<file path="config.mk">
export PLATFORM = sky130hd
export DESIGN_NAME = uart_rx_fifo_param
export DESIGN_NICKNAME = d
export VERILOG_FILES = /design/src/rtl/uart_rx_fifo_param.sv
export SDC_FILE = /design/constraint.sdc
export NUM_CORES = 1
export LEC_CHECK = 0
export ABC_AREA = 1
export CAP_MARGIN = 25
export CORE_UTILIZATION = 30
export DETAILED_ROUTE_END_ITERATION = 10
export HOLD_SLACK_MARGIN = 0.12
export PLACE_DENSITY_LB_ADDON = 0.25
export SYNTH_ARGS = -nofsm -noshare
export SYNTH_HDL_FRONTEND = slang
export SYNTH_SLANG_ARGS = --single-unit
export TNS_END_PERCENT = 10
</file>
<file path="constraint.sdc">
create_clock -name clk_i -period 1.8 [get_ports clk_i]
set_clock_uncertainty 0.05 [all_clocks]
set_input_delay 0.27 -clock clk_i [delete_from_list [all_inputs] [get_ports clk_i]]
set_output_delay 0.27 -clock clk_i [all_outputs]
set_load 0.005 [all_outputs]
</file>
<file path="src/rtl/uart_rx_fifo_param.sv">
// Parametrised UART receive FIFO with registered read port, fill-level interrupt,
// flush and sticky overflow/underflow flags.
module uart_rx_fifo_param #(
   parameter int DATA_W = 8,
   parameter int DEPTH  = 16,
   parameter int CNT_W  = $clog2(DEPTH) + 1
) (
   input  logic              clk_i,
   input  logic              rst_i,
   input  logic              flush_i,
   input  logic              wr_en_i,
   input  logic [DATA_W-1:0] data_i,
   input  logic              rd_en_i,
   output logic [DATA_W-1:0] data_o,
   output logic              rd_valid_o,
   output logic              full_o,
   output logic              empty_o,
   output logic [CNT_W-1:0]  count_o,
   input  logic [CNT_W-1:0]  thresh_i,
   output logic              intr_thresh_o,
   output logic              overflow_o,
   output logic              underflow_o,
   input  logic              err_clr_i
);

   localparam int PTR_W = $clog2(DEPTH);
   localparam logic [CNT_W-1:0] DEPTH_C = CNT_W'(DEPTH);

   logic [DATA_W-1:0] mem_q [DEPTH];

   logic [PTR_W-1:0]  wr_ptr_q, wr_ptr_d;
   logic [PTR_W-1:0]  rd_ptr_q, rd_ptr_d;
   logic [CNT_W-1:0]  count_q, count_d;
   logic [DATA_W-1:0] data_q, data_d;
   logic              rd_valid_q, rd_valid_d;
   logic              overflow_q, overflow_d;
   logic              underflow_q, underflow_d;
   logic              mem_we;
   logic              rd_acc;
   logic              wr_acc;

   assign full_o  = (count_q == DEPTH_C);
   assign empty_o = (count_q == '0);
   assign count_o = count_q;

   // A full FIFO still takes a write when a read frees a slot in the same cycle.
   assign rd_acc = rd_en_i && !empty_o;
   assign wr_acc = wr_en_i && (!full_o || rd_acc);

   assign data_o        = data_q;
   assign rd_valid_o    = rd_valid_q;
   assign overflow_o    = overflow_q;
   assign underflow_o   = underflow_q;
   assign intr_thresh_o = (thresh_i != '0) && (count_q >= thresh_i);

   always_comb begin
      wr_ptr_d    = wr_ptr_q;
      rd_ptr_d    = rd_ptr_q;
      count_d     = count_q;
      data_d      = data_q;
      rd_valid_d  = 1'b0;
      overflow_d  = overflow_q;
      underflow_d = underflow_q;
      mem_we      = 1'b0;

      if (flush_i) begin
         wr_ptr_d = '0;
         rd_ptr_d = '0;
         count_d  = '0;
      end else begin
         mem_we     = wr_acc;
         rd_valid_d = rd_acc;
         if (rd_acc) begin
            data_d   = mem_q[rd_ptr_q];
            rd_ptr_d = rd_ptr_q + PTR_W'(1);
         end
         if (wr_acc) begin
            wr_ptr_d = wr_ptr_q + PTR_W'(1);
         end
         case ({wr_acc, rd_acc})
            2'b10:   count_d = count_q + CNT_W'(1);
            2'b01:   count_d = count_q - CNT_W'(1);
            default: count_d = count_q;
         endcase
         // A fresh error in the clear cycle keeps its flag set.
         overflow_d  = (overflow_q && !err_clr_i) || (wr_en_i && !wr_acc);
         underflow_d = (underflow_q && !err_clr_i) || (rd_en_i && !rd_acc);
      end
   end

   always_ff @(posedge clk_i) begin
      if (rst_i) begin
         wr_ptr_q    <= '0;
         rd_ptr_q    <= '0;
         count_q     <= '0;
         data_q      <= '0;
         rd_valid_q  <= 1'b0;
         overflow_q  <= 1'b0;
         underflow_q <= 1'b0;
      end else begin
         wr_ptr_q    <= wr_ptr_d;
         rd_ptr_q    <= rd_ptr_d;
         count_q     <= count_d;
         data_q      <= data_d;
         rd_valid_q  <= rd_valid_d;
         overflow_q  <= overflow_d;
         underflow_q <= underflow_d;
      end
   end

   always_ff @(posedge clk_i) begin
      if (mem_we && !rst_i) begin
         mem_q[wr_ptr_q] <= data_i;
      end
   end

endmodule
</file>
* Word level (Yosys, flattened, before mapping)
Memory sizes are Yosys's and may differ from the RTL's. A register that Yosys moved wholly into a read port is not among the register bits. Cells that the tools add are included.
Storage, ports and cells: flip-flop bits (word level) 16, bits in latches 0, memory bits (writable) 128, ROM bits 0, logic and storage cells 42, memories 1
Cells by class: add/subtract/negate cells 4, multiply operators 0, div/mod/pow operators 0, order comparisons 1, eq/ne operators 3, shifts and indexed selects 0, multiplexer cells 4, bitwise gates (word level) 1, reduce and logical (&&, ||, !) cells 22
Memories:
- mem_q | words 16, bits a word 8, rd ports 1, clocked after memory_dff 1, write ports 1, line 29 | logic [DATA_W-1:0] mem_q [DEPTH];
Operators by type and width (count):
- $pmux W5 S2 | 1
- $add A4 B1 Y4 const B | 2
- $logic_and A1 B1 Y1 | 8
- $logic_not A1 Y1 | 6
- $add A5 B1 Y5 const B | 1
- $eq A5 B5 Y1 const B | 1
- $ge A5 B5 Y1 | 1
- $logic_not A5 Y1 | 1
- $reduce_bool A5 Y1 | 1
- $sub A5 B1 Y5 const B | 1
- $logic_or A1 B1 Y1 | 3
- $mux W1 | 3
- $eq A2 B1 Y1 const B | 1
- $eq A2 B2 Y1 const B | 1
- $reduce_and A2 Y1 | 1
- $reduce_bool A2 Y1 | 1
- $reduce_or A2 Y1 | 1
- $not A1 Y1 | 1

* Longest topological paths before layout
Gate-level depths: netlist of the first run.
word-level depth 9, mapped depth 13, depth with buffers taken out 13

* Least setup slack after synthesis of the first run
No wires, ideal clock.
path type reg-to-reg, start register count_q[1] (netlist: count_o[1]), end register count_q[3] (netlist: count_o[3]), setup time 0.116 ns, arrival 1.684 ns, data required time 1.634 ns, slack -0.050 ns, cell stages (with the launch flop) 13, period minus slack after synthesis 1.850 ns, cells stage by stage dfxtp_1 > nor2_4 > nand3_4 > nand2_4 > inv_6 > nand2_2 > inv_1 > ha_1 > a21oi_1 > nand2_1 > xor2_1 > nor2_1 > nor2_1
On the way: longest elaborated chain between the ends 7, elaborated cells between the ends (all ways) 13, classes of those cells 2 x add/sub; 3 x eq/ne; 1 x mux; 7 x reduce/logical
RTL lines:
- start, declared | line 33 | logic [CNT_W-1:0] count_q, count_d;
- start signal, assigned | line 103 | count_q <= count_d;
- $logic_not A5 Y1 | line 43 | assign empty_o = (count_q == '0);
- $logic_not A1 Y1 | line 47 | assign rd_acc = rd_en_i && !empty_o;
- $logic_and A1 B1 Y1 | line 47
- $logic_or A1 B1 Y1 | line 48 | assign wr_acc = wr_en_i && (!full_o || rd_acc);
- $logic_and A1 B1 Y1 | line 48
- $eq A2 B1 Y1 or $eq A2 B2 Y1 (tied branches) | line 80 | case ({wr_acc, rd_acc})
- $pmux W5 S2 or $reduce_bool A2 Y1 (tied branches)
Several ways; a longest one is shown, not always the timed one. A chain may end at the register's enable or synchronous reset.

* Worst setup path in the final report of the first run
start input port thresh_i[3], end output port intr_thresh_o
On the way: longest elaborated chain between the ends 2, elaborated cells between the ends (all ways) 3, classes of those cells 1 x order compare; 2 x reduce/logical
RTL lines:
- start, declared | line 19 | input logic [CNT_W-1:0] thresh_i,
- $ge A5 B5 Y1 or $reduce_bool A5 Y1 (tied branches) | line 54 | assign intr_thresh_o = (thresh_i != '0) && (count_q >= thresh_i);
- $logic_and A1 B1 Y1 * | line 54
- end, declared | line 20 | output logic intr_thresh_o,
Mark *: on every way between the ends. The rest lies on a longest branch, timed or not.

==> results of run 1 <==
-- area by class of cell --
cell class	count	area share
inverters	100	0.0445
well taps	285	0.0404
multi-input cells	417	0.245
clock inverters	14	0.0150
clock buffers	18	0.0486
repair buffers	107	0.114
flip-flops and latches	152	0.492
-- timing repair --
action                                  CTS  global route
resized for setup                        48            33
buffers inserted                          3             7
pin swaps                                10            18
endpoints found under the setup margin   89           134
cloned                                    0             0
-- how the worst max path moves through the flow --
stage / endpoint / slack (ns) / startpoint / cells after the start
3_3_place_gp: intr_thresh_o / -0.53 / thresh_i[4] / 8
5_1_grt: intr_thresh_o / -0.21 / count_o[3]$_SDFFE_PP0P_ / 6
4_1_cts: intr_thresh_o / -0.14 / count_o[3]$_SDFFE_PP0P_ / 6
2_1_floorplan: count_o[3]$_SDFFE_PP0P_ / -0.04 / count_o[2]$_SDFFE_PP0P_ / 12
3_5_place_dp: intr_thresh_o / -0.55 / thresh_i[4] / 8
6_report: intr_thresh_o / -0.09 / thresh_i[3] / 8
-- through the flow --
| step | std cells | area, um2 | setup slack [ns] | hold slack (ns) | total power [mW] |
|---|---|---|---|---|---|
| finish | 1093 | 8820 | -0.0878 | 0.422 | 8.11 |
| global route | 1093 | 8820 | -0.208 | 0.447 | 8.42 |
| CTS | 1086 | 8670 | -0.136 | 0.417 | 8.15 |
| detailed placement | 1051 | 7930 | -0.545 | 0.424 | 4.73 |
| global placement | 1051 | 7930 | -0.527 | 0.431 | 4.72 |
| floorplan | 697 | 6870 | -0.0383 | 0.319 | 4.35 |
-- cells by family after synthesis --
logic type,count (synthesis)
XOR/XNOR,4
adder cells (fa/ha/maj),14
AND/OR/NAND/NOR,366
flip-flops,152
AO/OA/AOI/OAI,33
buffers and inverters,128
-- registers in the layout (all words and copies together), names as in the netlist --
signal	count
count_o	5
overflow_o	1
mem_q	128
underflow_o	1
data_o	8
wr_ptr_q	4
rd_ptr_q	4
rd_valid_o	1
-- critical path: stages --
cell and delay (ns):
clkdlybuf4s50_1 0.45, inv_1 0.08, ha_4 0.28, nand4_1 0.08, o221ai_1 0.15, nor2_1 0.06
nor2_1 0.08, buf_2 0.12
-- synthesized netlist by cell type, types with 3 or more instances --
master | n | share of area
a21oi_1 | 12 | 0.0087
buf_2 | 15 | 0.011
buf_6 | 4 | 0.0066
clkbuf_1 | 4 | 0.0022
dfxtp_1 | 24 | 0.070
edfxtp_1 | 128 | 0.56
ha_1 | 13 | 0.024
inv_1 | 92 | 0.050
inv_2 | 3 | 0.0016
nand2_1 | 186 | 0.10
nand2_2 | 4 | 0.0036
nand3_1 | 103 | 0.075
nor2_1 | 59 | 0.032
nor2_2 | 3 | 0.0027
nor2_4 | 4 | 0.0066
o21ai_0 | 16 | 0.012
xor2_1 | 3 | 0.0038
-- power by group through the flow --
stage               Clock (mW)  Combinational (mW)  Sequential (mW)
floorplan                    0               0.398             3.96
global placement             0               0.760             3.96
detailed placement           0               0.765             3.96
CTS                       3.46               0.806             3.89
global route              3.61               0.919             3.89
finish                    3.39               0.829             3.89
-- per-layer routing --
metal / part of all wire / routed length (um) / track usage / vias up
li1: - / - / - / 2472
met1: 0.46 / 7750 / 0.202 / 2234
met2: 0.48 / 8060 / 0.244 / 108
met3: 0.044 / 736 / 0.0292 / 24
met4: 0.022 / 369 / 0.0667 / 0
met5: 0 / 0 / 0 / -
==> reports/qor.yml, run 1 <==
run_status:
  status: "finished, violations left"
  violations: "setup timing"
job:
  maxCapViolations: 0
logic_synthesis:
  yosysWarnings: 0
  synth_top_family_by_area: "simple AND/OR/NAND/NOR gates"
  synth_area_per_cell_um2: 9.86
  synth_fp_nets: 730
  synth_edf_count: 128
  synth_compound_area_frac: 0.0259
  ys_async_sr_fraction: 0
  synth_xor_area_frac: 0.00510
  synth_fa_ha_area_frac: 0.0266
  muxShareOfSynthArea: 0
  ys.flop_type: "edfxtp_1"
  synth.cell_area_um2: 6870
  yosys.area_share.simple: 0.231
  synth_seq_cells: 152
  ys_seq_area_frac: 0.629
  synth_cell_types: 34
  synthCells: 697
global_route:
  grt.total_usage: 0.153
  grt_pass1_vias: 4708
  antenna_found_initial: 0
  grt_start_max_net_pins: 43
  grt_overflow: 0
  grt_pass1_wl_mm: 26.9
clock_network:
  numCtsBuffers: 17
  worstSkewPairLatency_ns: 0.42
  cts.reportedPaths.clkPinSlew_ns: 0.06
  cts_buffer_depth: 2
  cts_tree: "yes"
  cts_root_buffer: "clkbuf_16"
  h-tree-depth: 4
  numClockSinks: 152
  postCtsHoldBufs: 0
critical_path:
  setup.worst_path.class: "in2out"
  critPathMaxFanout: 3
  worst-endpoint-required_ns: 1.48
  crit_arrival_ns: 1.57
  end_kind: "output pin"
  r2r_slack_ns: -0.08
  start_kind: "input port"
  r2r_cells: 10
  r2r-end: "mem_q[12][5]$_DFFE_PP_"
  worstReg2RegStart: "count_o[0]$_SDFFE_PP0P_"
route:
  vias_per_cell: 4.43
  post-route-drc-count: 0
  num_vias: 4838
  dr.first_iter.drc_count: 443
  firstDrtPassIters: 4
  routed_wl_mm: 16.9
  avgRoutedWirePerCell_um: 15.5
  ant_nets: 0
power_and_ir_drop:
  p_int_mw: 6.23
  p_clk_frac: 0.418
  switchingPower_mw: 1.88
  ir_drop_mv: 0.637
  power_density_nw_per_um2: 919
  switching_share: 0.232
  p_comb_frac: 0.102
  p_seq_frac: 0.480
  p_leak_nw: 3.62
sta:
  setup_tns_ns: -7.19
  drv_slew: 0
  relSlewSlack: 0.640
  finalCriticalPeriod_ns: 1.89
  worst_pin_slew_ns: 0.539
  finalWorstSetupSlack_ns: -0.0878
  fin_crit_sh: 1.05
  finalSetupViolations: 132
  fmaxAchievable_mhz: 530
  finalHoldViolations: 0
  rsz0062_at_grt: "yes"
floorplanning:
  rows: 55
  core_um2: 22600
  floorplan.initialDensity: 0.304
  die_h_um: 153
  num_io_pins: 38
  dieArea_um2: 23500
  die_w_um: 153
cells_and_area:
  multiInputGateArea_um2: 2160
  drive_gt1_frac: 0.193
  layout_commonest_cell: "nand2_1"
  fillers: 2173
  seq_area_um2: 4340
  num-nets-final: 828
  final_cell_mix: "nand2_1 (181), edfxtp_1 (128), nand3_1 (102)"
  diodes: 0
  post-route-util: 0.391
  area_growth_pct: 28.4
placement:
  post-dp-hpwl_mm: 10.7
  finalWeightedCongestion: 0.747
  portBuffers: 37
hold_path:
  hold_path.class: "in2reg"
  min_from: "err_clr_i"
  whs_endpoint: "underflow_o$_SDFFE_PP0N_"
  holdPathStages: 4
Power figures use the tool's default switching activity.
==> run 2, diff against run 1 <==
Settings changed: ABC_CLOCK_PERIOD_IN_PS set to 1800, TNS_END_PERCENT 10 to 50.
==> run 2 against run 1 <==
  * Hold slack better by 0.0033 ns
  * Worst setup slack worse by 0.049 ns
  * Global-route usage up 0.074 points
  * Critical endpoint is now mem_q[14][0]$_DFFE_PP_
  * The run still ends with setup timing left
  * Largest cell class unchanged
  * Fmax down 2.5%
  * Routed wire length up 0.28%
  * Non-clock buffer count up 2
==> reports/qor.yml, run 2 (same netlist as run 1, synthesis figures left out) <==
floorplanning:
  floorplan.initialDensity: 0.304  # unchanged
  num_io_pins: 38  # unchanged
  die_h_um: 153  # unchanged
  rows: 55  # unchanged
  dieArea_um2: 23500  # unchanged
  core_um2: 22600  # unchanged
  die_w_um: 153  # unchanged
global_route:
  grt_overflow: 0  # unchanged
  grt_pass1_vias: 4748  # +0.85%
  grt.met1_usage: 0.203  # +0.00109
  antenna_found_initial: 0  # unchanged
  grt_start_max_net_pins: 43  # unchanged
  grt.met3_usage: 0.0292  # unchanged
  grt_pass1_wl_mm: 27.0  # +0.62%
  met2_usage: 0.245  # +0.00130
  busiest_layer: "met2"
  grt.total_usage: 0.154  # +0.000740
sta:
  finalCriticalPeriod_ns: 1.94  # +0.0490 ns
  finalSetupViolations: 133  # +0.76%
  fin_crit_sh: 1.08  # +0.0272
  relSlewSlack: 0.645  # +0.00536
  finalWorstSetupSlack_ns: -0.137  # -0.0490 ns
  setup_tns_ns: -10.99  # -3.80 ns
  fmaxAchievable_mhz: 516  # -2.5%
  finalHoldViolations: 0  # unchanged
  rsz0062_at_grt: "yes"
  hold_ws_ns: 0.425  # +0.00329 ns
  drv_slew: 0  # unchanged
  worst_pin_slew_ns: 0.531  # -0.00803 ns
cells_and_area:
  diodes: 0  # unchanged
  final_cell_mix: "nand2_1 (181), edfxtp_1 (128), nand3_1 (102)"
  multiInputGateArea_um2: 2250  # +4.3%
  drive_gt1_frac: 0.207  # +0.0143
  area_growth_pct: 30.5
  largest-register: "mem_q"
  fillers: 2158  # -0.69%
  fin_cells: 1095  # +0.18%
  num-nets-final: 830  # +0.24%
  layout_commonest_cell: "nand2_1"
  seq_area_um2: 4340  # unchanged
  largest_reg_flops: 128  # unchanged
critical_path:
  crit_end: "mem_q[14][0]$_DFFE_PP_"
  setup.worst_path.class: "reg2reg"
  start_kind: "flop"
  r2r-end: "mem_q[14][0]$_DFFE_PP_"
  end_kind: "flop"
  crit_start: "count_o[0]$_SDFFE_PP0P_"
  cpPeakStageDelay_ns: 0.34  # -0.11 ns
  cp_slowest_cell: "dfxtp_2"
  critPathMaxFanout: 8  # +5
  r2r_slack_ns: -0.14  # -0.06 ns
  worstReg2RegStart: "count_o[0]$_SDFFE_PP0P_"
  r2r_cells: 11  # +1
  crit_arrival_ns: 2.02  # +0.45 ns
  crit_chain: "buf_6, nor2_4, buf_6, nand2_2, nor2_2, buf_4, a21oi_4, buf_12, nand2_8, nor2_4, buf_8"
  worst-endpoint-required_ns: 1.88  # +0.40 ns
route:
  firstDrtPassIters: 5  # +1
  post-route-drc-count: 0  # unchanged
  routed_wl_mm: 17.0  # +0.28%
  vias_per_cell: 4.46  # +0.66%
  avgRoutedWirePerCell_um: 15.5  # +0.10%
  num_vias: 4879  # +0.85%
  dr.first_iter.drc_count: 413  # -6.8%
  ant_nets: 0  # unchanged
hold_path:
  holdPathStages: 4  # unchanged
  hold_path.class: "in2reg"
run_status:
  violations: "setup timing"
  status: "finished, violations left"
placement:
  placed_cells: 1051  # unchanged
  portBuffers: 37  # unchanged
  post-dp-hpwl_mm: 10.7  # unchanged
  finalWeightedCongestion: 0.747  # unchanged
power_and_ir_drop:
  finalPower_mw: 8.12  # +0.20%
  p_leak_nw: 3.65  # +0.88%
  power_density_nw_per_um2: 906  # -1.4%
  ir_drop_mv: 0.632  # -0.77%
clock_network:
  cts_buffer_depth: 2  # unchanged
  worstSkewPairLatency_ns: 0.42  # about the same
  numClockSinks: 152  # unchanged
  h-tree-depth: 4  # unchanged
  numCtsBuffers: 17  # unchanged
  cts_tree: "yes"
  cts.reportedPaths.clkPinSlew_ns: 0.06  # about the same
  cts_root_buffer: "clkbuf_16"
job:
  maxCapViolations: 0  # unchanged
run 2: cell count changes in the layout (fill, tap and decap cells not counted):
cell,before,now
nor2_2,6,9
nand2_8,1,3
nand2_4,3,4
buf_8,3,7
buf_12,4,5
buf_6,15,13
buf_4,50,49
nor2_4,7,14
nand2_2,7,4
nor2_1,53,43
run 2: worst max-delay path: cells and delay by family, from the launching register on:
kind                   cells  cell delay [ns]
and+or+nand+nor            5             0.33
buffers and inverters      5             0.66
DFF                        1             0.34
AOI/OAI and AO/OA          1             0.27
run 2: layout make-up:
cell class                 count  area share
tap                          285      0.0398
clock inverter                14      0.0148
clock buffer                  18      0.0479
timing repair buffer         109       0.118
inverter                     100      0.0438
sequential                   152       0.484
multi-input combinational    417       0.251
run 2: what timing repair did:
item | 4_1_cts | 5_1_grt
endpoints found under the setup margin | 89 | 134
pin swaps | 10 | 20
hold buffers | 0 | 0
setup buffers | 4 | 8
resized for setup | 74 | 35
run 2: power breakdown:
part           total (mW)  internal (mW)  switching, mW  leakage, nW
Sequential           3.89           3.85         0.0389         1.35
Combinational       0.856          0.373          0.483         2.04
Clock                3.38           2.02           1.36        0.269
Total                8.12           6.24           1.88         3.65
run 2: worst min-delay path by stage:
| stage | end | from |
|---|---|---|
| 6_report | underflow_o$_SDFFE_PP0N_ | err_clr_i |
| 4_1_cts | underflow_o$_SDFFE_PP0N_ | err_clr_i |
| 3_5_place_dp | underflow_o$_SDFFE_PP0N_ | underflow_o$_SDFFE_PP0N_ |
| 3_3_place_gp | underflow_o$_SDFFE_PP0N_ | underflow_o$_SDFFE_PP0N_ |
| 5_1_grt | underflow_o$_SDFFE_PP0N_ | err_clr_i |
| 2_1_floorplan | mem_q[0][0]$_DFFE_PP_ | data_i[0] |
run 2: layer usage:
layer,vias up,routed length [um]
met2,107,8080
met4,0,374
met1,2272,7800
met3,24,699
li1,2476,-
met5,-,0
run 2: stage by stage:
step	worst slack [ns]	instance area [um2]	utilization
after floorplan	-0.0383	6870	-
after detailed placement	-0.545	7930	0.351
final	-0.137	8970	0.397
after global routing	-0.208	8970	0.397
after global placement	-0.527	7930	0.351
after CTS	-0.136	8790	0.390
